File: src/rtl/id_ex_stage.sv
// ID/EX pipeline register with load-use hazard detection, WB->ID bypass and flush handling.
// Optional macro STALL_COUNTER_EN adds a 32-bit stall_count output counting stalled cycles.

`ifndef REGSRC_DMEM
`define REGSRC_DMEM 2'd1
`endif

module id_ex_stage (
   input  logic        clk,
   input  logic        rst,
   input  logic        ID_valid,
   input  logic [4:0]  ID_rs,
   input  logic [4:0]  ID_rt,
   input  logic        ID_useRs,
   input  logic        ID_useRt,
   input  logic        ID_RegWrite,
   input  logic [1:0]  ID_RegSrc,
   input  logic [4:0]  ID_WriteReg,
   input  logic        ID_MemWrite,
   input  logic [4:0]  ID_ALUOp,
   input  logic [31:0] ID_rfOut1,
   input  logic [31:0] ID_rfOut2,
   input  logic [31:0] ID_imm32,
   input  logic [31:0] ID_PC,
   input  logic        WB_RegWrite,
   input  logic [4:0]  WB_WriteReg,
   input  logic [31:0] WB_rfWriteData,
   input  logic        flush,
   output logic        EX_valid,
   output logic [4:0]  EX_rs,
   output logic [4:0]  EX_rt,
   output logic        EX_RegWrite,
   output logic [1:0]  EX_RegSrc,
   output logic [4:0]  EX_WriteReg,
   output logic        EX_MemWrite,
   output logic [4:0]  EX_ALUOp,
   output logic [31:0] EX_rfOut1,
   output logic [31:0] EX_rfOut2,
   output logic [31:0] EX_imm32,
   output logic [31:0] EX_PC,
   output logic        stall
`ifdef STALL_COUNTER_EN
   ,
   output logic [31:0] stall_count
`endif
);

   logic        r_ex_valid;
   logic [4:0]  r_ex_rs;
   logic [4:0]  r_ex_rt;
   logic        r_ex_regwrite;
   logic [1:0]  r_ex_regsrc;
   logic [4:0]  r_ex_writereg;
   logic        r_ex_memwrite;
   logic [4:0]  r_ex_aluop;
   logic [31:0] r_ex_rfout1;
   logic [31:0] r_ex_rfout2;
   logic [31:0] r_ex_imm32;
   logic [31:0] r_ex_pc;

   logic        w_ex_is_load;
   logic        w_rs_hazard;
   logic        w_rt_hazard;
   logic        w_stall;
   logic        w_bubble;
   logic        w_fwd1;
   logic        w_fwd2;
   logic [31:0] w_op1;
   logic [31:0] w_op2;

   // Only a load still in EX can create a hazard; older loads are covered by EX forwarding.
   assign w_ex_is_load = r_ex_valid & r_ex_regwrite & (r_ex_regsrc == `REGSRC_DMEM)
                         & (r_ex_writereg != 5'd0);
   assign w_rs_hazard  = ID_useRs & (r_ex_writereg == ID_rs);
   assign w_rt_hazard  = ID_useRt & (r_ex_writereg == ID_rt);
   assign w_stall      = w_ex_is_load & ID_valid & ~flush & (w_rs_hazard | w_rt_hazard);
   assign w_bubble     = flush | w_stall | ~ID_valid;

   // Register file is written in the same cycle it is read, so bypass the WB value here.
   assign w_fwd1 = WB_RegWrite & (WB_WriteReg != 5'd0) & (WB_WriteReg == ID_rs);
   assign w_fwd2 = WB_RegWrite & (WB_WriteReg != 5'd0) & (WB_WriteReg == ID_rt);
   assign w_op1  = w_fwd1 ? WB_rfWriteData : ID_rfOut1;
   assign w_op2  = w_fwd2 ? WB_rfWriteData : ID_rfOut2;

   always_ff @(posedge clk) begin
      if (rst || w_bubble) begin
         r_ex_valid    <= 1'b0;
         r_ex_rs       <= 5'd0;
         r_ex_rt       <= 5'd0;
         r_ex_regwrite <= 1'b0;
         r_ex_regsrc   <= 2'd0;
         r_ex_writereg <= 5'd0;
         r_ex_memwrite <= 1'b0;
         r_ex_aluop    <= 5'd0;
         r_ex_rfout1   <= 32'd0;
         r_ex_rfout2   <= 32'd0;
         r_ex_imm32    <= 32'd0;
         r_ex_pc       <= 32'd0;
      end else begin
         r_ex_valid    <= 1'b1;
         r_ex_rs       <= ID_rs;
         r_ex_rt       <= ID_rt;
         r_ex_regwrite <= ID_RegWrite;
         r_ex_regsrc   <= ID_RegSrc;
         r_ex_writereg <= ID_WriteReg;
         r_ex_memwrite <= ID_MemWrite;
         r_ex_aluop    <= ID_ALUOp;
         r_ex_rfout1   <= w_op1;
         r_ex_rfout2   <= w_op2;
         r_ex_imm32    <= ID_imm32;
         r_ex_pc       <= ID_PC;
      end
   end

`ifdef STALL_COUNTER_EN
   logic [31:0] r_stall_count;

   always_ff @(posedge clk) begin
      if (rst) begin
         r_stall_count <= 32'd0;
      end else if (w_stall) begin
         r_stall_count <= r_stall_count + 32'd1;
      end
   end

   assign stall_count = r_stall_count;
`endif

   assign stall       = w_stall;
   assign EX_valid    = r_ex_valid;
   assign EX_rs       = r_ex_rs;
   assign EX_rt       = r_ex_rt;
   assign EX_RegWrite = r_ex_regwrite;
   assign EX_RegSrc   = r_ex_regsrc;
   assign EX_WriteReg = r_ex_writereg;
   assign EX_MemWrite = r_ex_memwrite;
   assign EX_ALUOp    = r_ex_aluop;
   assign EX_rfOut1   = r_ex_rfout1;
   assign EX_rfOut2   = r_ex_rfout2;
   assign EX_imm32    = r_ex_imm32;
   assign EX_PC       = r_ex_pc;

endmodule

File: config.mk
export PLATFORM = sky130hd
export DESIGN_NAME = id_ex_stage
export DESIGN_NICKNAME = d
export VERILOG_FILES = /design/src/rtl/id_ex_stage.sv
export SDC_FILE = /design/constraint.sdc
export NUM_CORES = 1
export LEC_CHECK = 0
export BUFFER_PORTS_ARGS = -buffer_cell sky130_fd_sc_hd__buf_2
export CORE_AREA = 5 5 133 135
export CTS_BUF_LIST = sky130_fd_sc_hd__clkbuf_16
export DETAILED_ROUTE_END_ITERATION = 16
export DIE_AREA = 0 0 138 140
export GPL_TIMING_DRIVEN = 0
export PLACE_DENSITY = 0.73
export SLEW_MARGIN = 40
export SYNTH_ARGS = -nofsm -noshare
export SYNTH_HDL_FRONTEND = slang
export SYNTH_SLANG_ARGS = --single-unit
File: constraint.sdc
create_clock -name clk -period 5.1 [get_ports clk]
set_clock_uncertainty 0.2 [all_clocks]
set_input_delay 0.255 -clock clk [delete_from_list [all_inputs] [get_ports clk]]
set_output_delay 0.255 -clock clk [all_outputs]
set_load 0.02 [all_outputs]
* Yosys cells after proc, flatten, opt, wreduce, memory -nomap -nowiden
Cells that the tools add are included.
** Operators by class
- Reduce and logical (&&, ||, !) cells :: 3
- Mux-type cells :: 3
- Equal/unequal tests :: 5
- Bitwise gates (word level) :: 16
** Operators by type and width (number)
- $mux W32 :: 2
- $eq A5 B5 Y1 :: 4
- $and A1 B1 Y1 :: 11
- $reduce_bool A5 Y1 :: 2
- $or A1 B1 Y1 :: 3
- $eq A2 B1 Y1 const B :: 1
- $not A1 Y1 :: 2
- $logic_or A1 B1 Y1 :: 1
- $mux W1 :: 1
** Storage, ports and cells
- Output and inout port bits :: 154
- Word-level logic and storage cells :: 39
- Register bits after elaboration :: 153
- Input bits :: 196

* Logic depth before layout (Yosys ltp)
- Depth after elaboration :: 10
- Gate-level depth with buffers :: 7
- Mapped depth without buffers :: 4

* Worst setup path before layout
Ideal clock, no wire load.
- Path type :: register -> output
- From :: register r_ex_writereg[1] (netlist: EX_WriteReg[1])
- To :: output port stall
- Cell stages (with the launch flop) :: 8
- Buffers on the path :: 3
- Arrival :: 1794 ps
- Setup slack :: 2851 ps
- Required time :: 4645 ps
- Cells stage by stage :: dfxtp_1 -> xnor2_1 -> nand4_1 -> o22ai_1 -> buf_2 -> buf_2 -> buf_1 -> and2_1
** On the way
- Longest elaborated chain between the ends :: 5
- Elaborated cells between the ends (all ways) :: 10
- Classes of those cells :: eq/ne (2); bitwise (7); reduce/logical (1)
** Ends and longest elaborated chain
- start: declaration :: RTL line 53 : logic [4:0] r_ex_writereg;
- start signal: assignment :: RTL line 105 : r_ex_writereg <= ID_WriteReg;
- $reduce_bool A5 Y1 :: RTL line 73 : & (r_ex_writereg != 5'd0);
- $and A1 B1 Y1 :: RTL line 72 : assign w_ex_is_load = r_ex_valid & r_ex_regwrite & (r_ex_regsrc == `REGSRC_DMEM)
- $and A1 B1 Y1 (2 in series) :: RTL line 76 : assign w_stall = w_ex_is_load & ID_valid & ~flush & (w_rs_hazard | w_rt_hazard);
- $and A1 B1 Y1 (*) :: RTL line 76
- end: declaration :: RTL line 41 : output logic stall
Mark *: on every way between the ends. The rest lies on a longest branch, timed or not.

* Worst setup path in the final report
- From :: register r_ex_regsrc[0] (netlist: EX_RegSrc[0])
- To :: output port stall
** On the way
- Longest elaborated chain between the ends :: 6
** Ends and longest elaborated chain
- start: declaration :: RTL line 52 : logic [1:0] r_ex_regsrc;
- start signal: assignment :: RTL line 104 : r_ex_regsrc <= ID_RegSrc;
- $eq A2 B1 Y1 (no line)
- $and A1 B1 Y1 (2 in series) :: RTL line 72
- $and A1 B1 Y1 (3 in series) :: RTL line 76
No other way between the ends.

==> results.md <==
- Library cells used by synthesis: 26
- CTS Buffer Depth: 2
- Post-synthesis average cell area: 10.1 sq um
- Number of synthesized flops with an enable pin: 0
- Num CTS Buffers: 17
- Post-Place Setup Slack: 2100 ps
- Fin cells: 1467
- Leakage: 5.30 nW
- Fmax: 0.292 GHz
- Kind of critical path: reg -> out
- Ratio of cells with drive above 1 in the final layout: 38.0%
- # clock sinks: 153
- CP required: 4640 ps
- Sequential-to-total area share from yosys stat: 46.3%
- Peak VDD IR: 0.243 mV
- TritonCTS clock tree: yes
- Die Wd: 138 um
- CTS Root Cell: clkbuf_16
- Post-CTS Resized: 0
- Pwr dens: 274 nW/um^2
- Initial antenna violation count: 2
- Final HPWL DP: 19000 um
- DR WL/cell: 20.8 um
- Drt initial violations: 746
- Hold Fails Final Rpt: 0
- CP startpoint kind: flip-flop
- Syn Nets: 852
- Final Max Slew Viols: 0
- Vias per cell: 5.57
- GP Congestion: 0.896
- Prevailing post-synth register cell: dfxtp_1
- Logic pwr share: 16.9%
- Gr usage total: 29.7%
- TNS Setup: 0 ps
- Worst rel slew slack: 46.2%
- RSZ-0062 raised after global routing: no
- Worst-margin pin slew: 807 ps
- Min Tclk post-route: 3430 ps
- Psw: 0.866 mW
- Vias post-DR: 8165
- Clk pwr share: 43.2%
- DRT Pass-1 Iters: 5
- Sw frac: 27.9%
- Post-CTS Setup Repair Bufs: 0
- Layout Nets: 1429
- Final Cycle Share: 67.2%
- Cell Rows: 47
- Chip height: 140 um
- Outcome: completed
- PnR worst setup slack: 1670 ps
- Fillers: 1171
- Post-Place Cells: 1225
- DRC: 0
- Util after Layout: 69.4%
- Syn Inst Count: 656
- Worst-path fanout max: 10
- Flop pwr share: 39.8%
- Vias in the first global route: 8374
- Number of top-level pins: 350
- DRT Wirelength: 30500 um
- Die footprint: 19300 sq um
- Worst-path clk slew: 70 ps
- Antenna viol nets, final: 0
- Clk_lat worst skew: 430 ps
- Synth Register Bits: 153
- PortBufs: 349
- H-Tree Depth: 4
- Final setup viols: 0
- Async SR Flop Fraction: 0%
- Cell Area, Synth: 6620 sq um
- Initial core utilization: 40.5%
- Largest net degree at the start of global routing: 17
- Max cap viols: 0
- Core Area: 16300 sq um
- Int Pwr: 2.24 mW
- GR Overflow Total: 0
- Worst Path Arrival: 2970 ps
- Hold Buf Count CTS: 209
- First-pass GRT wire length: 46100 um
- Area Overhead vs Synth: 71.5%
- Synthesis warning total: 0
- Crit. End Element: primary output
- Worst hold path type: in -> reg
placed cells by master (no fill, tap or decap), types with 4 or more instances in the layout:
master	count
buf_2	371
dlygate4sd3_1	209
dfxtp_1	153
inv_1	88
a211oi_1	88
nand4_1	66
o31ai_1	64
a221oi_2	60
clkbuf_1	44
xnor2_1	20
buf_1	18
clkbuf_16	17
buf_6	6
nand2_1	4
a221oi_1	4
final cells by class:
type                            count  area, sq um  share of cell area, %
Multi-Input combinational cell    324         2810                   24.7
Sequential cell                   153         3060                   27.0
Timing Repair Buffer              558         3840                   33.8
Tap cell                          220          275                   2.43
Antenna cell                        1         2.50                 0.0220
Buffer                             91          415                   3.66
Clock buffer                       17          425                   3.75
Clock inverter                     15          190                   1.68
Inverter                           88          330                   2.91
sequential cells by signal, summed over array words and instances, names as in the netlist, 2 cells and up:
register     cells
EX_rfOut2       32
EX_PC           32
EX_rs            5
EX_rt            5
EX_RegSrc        2
EX_imm32        32
EX_ALUOp         5
EX_rfOut1       32
EX_WriteReg      5
per-stage QoR:
stage | power [mW] | instance area [sq um] | hold slack (ps)
3_5_place_dp | 1.65 | 8640 | 276
6_report | 3.11 | 11300 | 15.1
4_1_cts | 3.08 | 11300 | 11.1
5_1_grt | 3.20 | 11300 | 17.3
2_1_floorplan | 1.48 | 6620 | 169
3_3_place_gp | 1.65 | 8640 | 274
critical path, stage by stage (launching register included):
cell	delay (ps)
dfxtp_1	440
nor4bb_1	260
nand3_1	180
a21oi_2	520
clkbuf_1	470
buf_2	320
and2_1	150
buf_2	200
cell usage after synthesis (all sizes together), types with 2 or more instances:
master | number | share of area, %
a211oi | 88 | 10
nand2 | 4 | 0.23
nand3 | 3 | 0.23
clkbuf | 45 | 2.6
nand4 | 66 | 6.2
a221oi | 64 | 14
buf | 46 | 3.7
inv | 88 | 5.0
and2 | 3 | 0.28
o31ai | 64 | 7.3
dfxtp | 153 | 46
and3 | 2 | 0.19
xnor2 | 20 | 2.6
a21oi | 2 | 0.21
power by group through the flow:
stage	Sequential (mW)	Clock (mW)	Combinational (mW)
2_1_floorplan	1.31	0	0.174
3_3_place_gp	1.26	0	0.387
3_5_place_dp	1.26	0	0.390
4_1_cts	1.24	1.34	0.502
5_1_grt	1.24	1.40	0.556
6_report	1.24	1.34	0.527
kinds of logic after synthesis:
| logic type | count (synthesis) | share of synthesized area (%) |
|---|---|---|
| AO/OA/AOI/OAI | 221 | 32.1 |
| XOR/XNOR | 20 | 2.65 |
| buffers and inverters | 179 | 11.3 |
| flip-flops | 153 | 46.3 |
| AND/OR/NAND/NOR | 83 | 7.75 |
path summary, 6_finish.rpt:
path         cells past startpoint                        to                    start  slack (ps)
min                              3  EX_rfOut1[31]$_SDFF_PP0_            ID_rfOut1[31]          20
min reg2reg                      4   EX_RegSrc[0]$_SDFF_PP0_   EX_RegWrite$_SDFF_PP0_         880
max reg2reg                      6   EX_rfOut1[0]$_SDFF_PP0_  EX_RegSrc[0]$_SDFF_PP0_        1960
max                              7                     stall  EX_RegSrc[0]$_SDFF_PP0_        1670
metal layers:
layer	vias up	share of wire [%]	GRT usage (%)
li1	3634	-	-
met1	3840	36	31.8
met2	561	51	53.1
met3	128	8.5	8.42
met4	2	5.2	15.9
met5	-	0.033	0
Note: power is estimated with default switching activity, not from simulation.
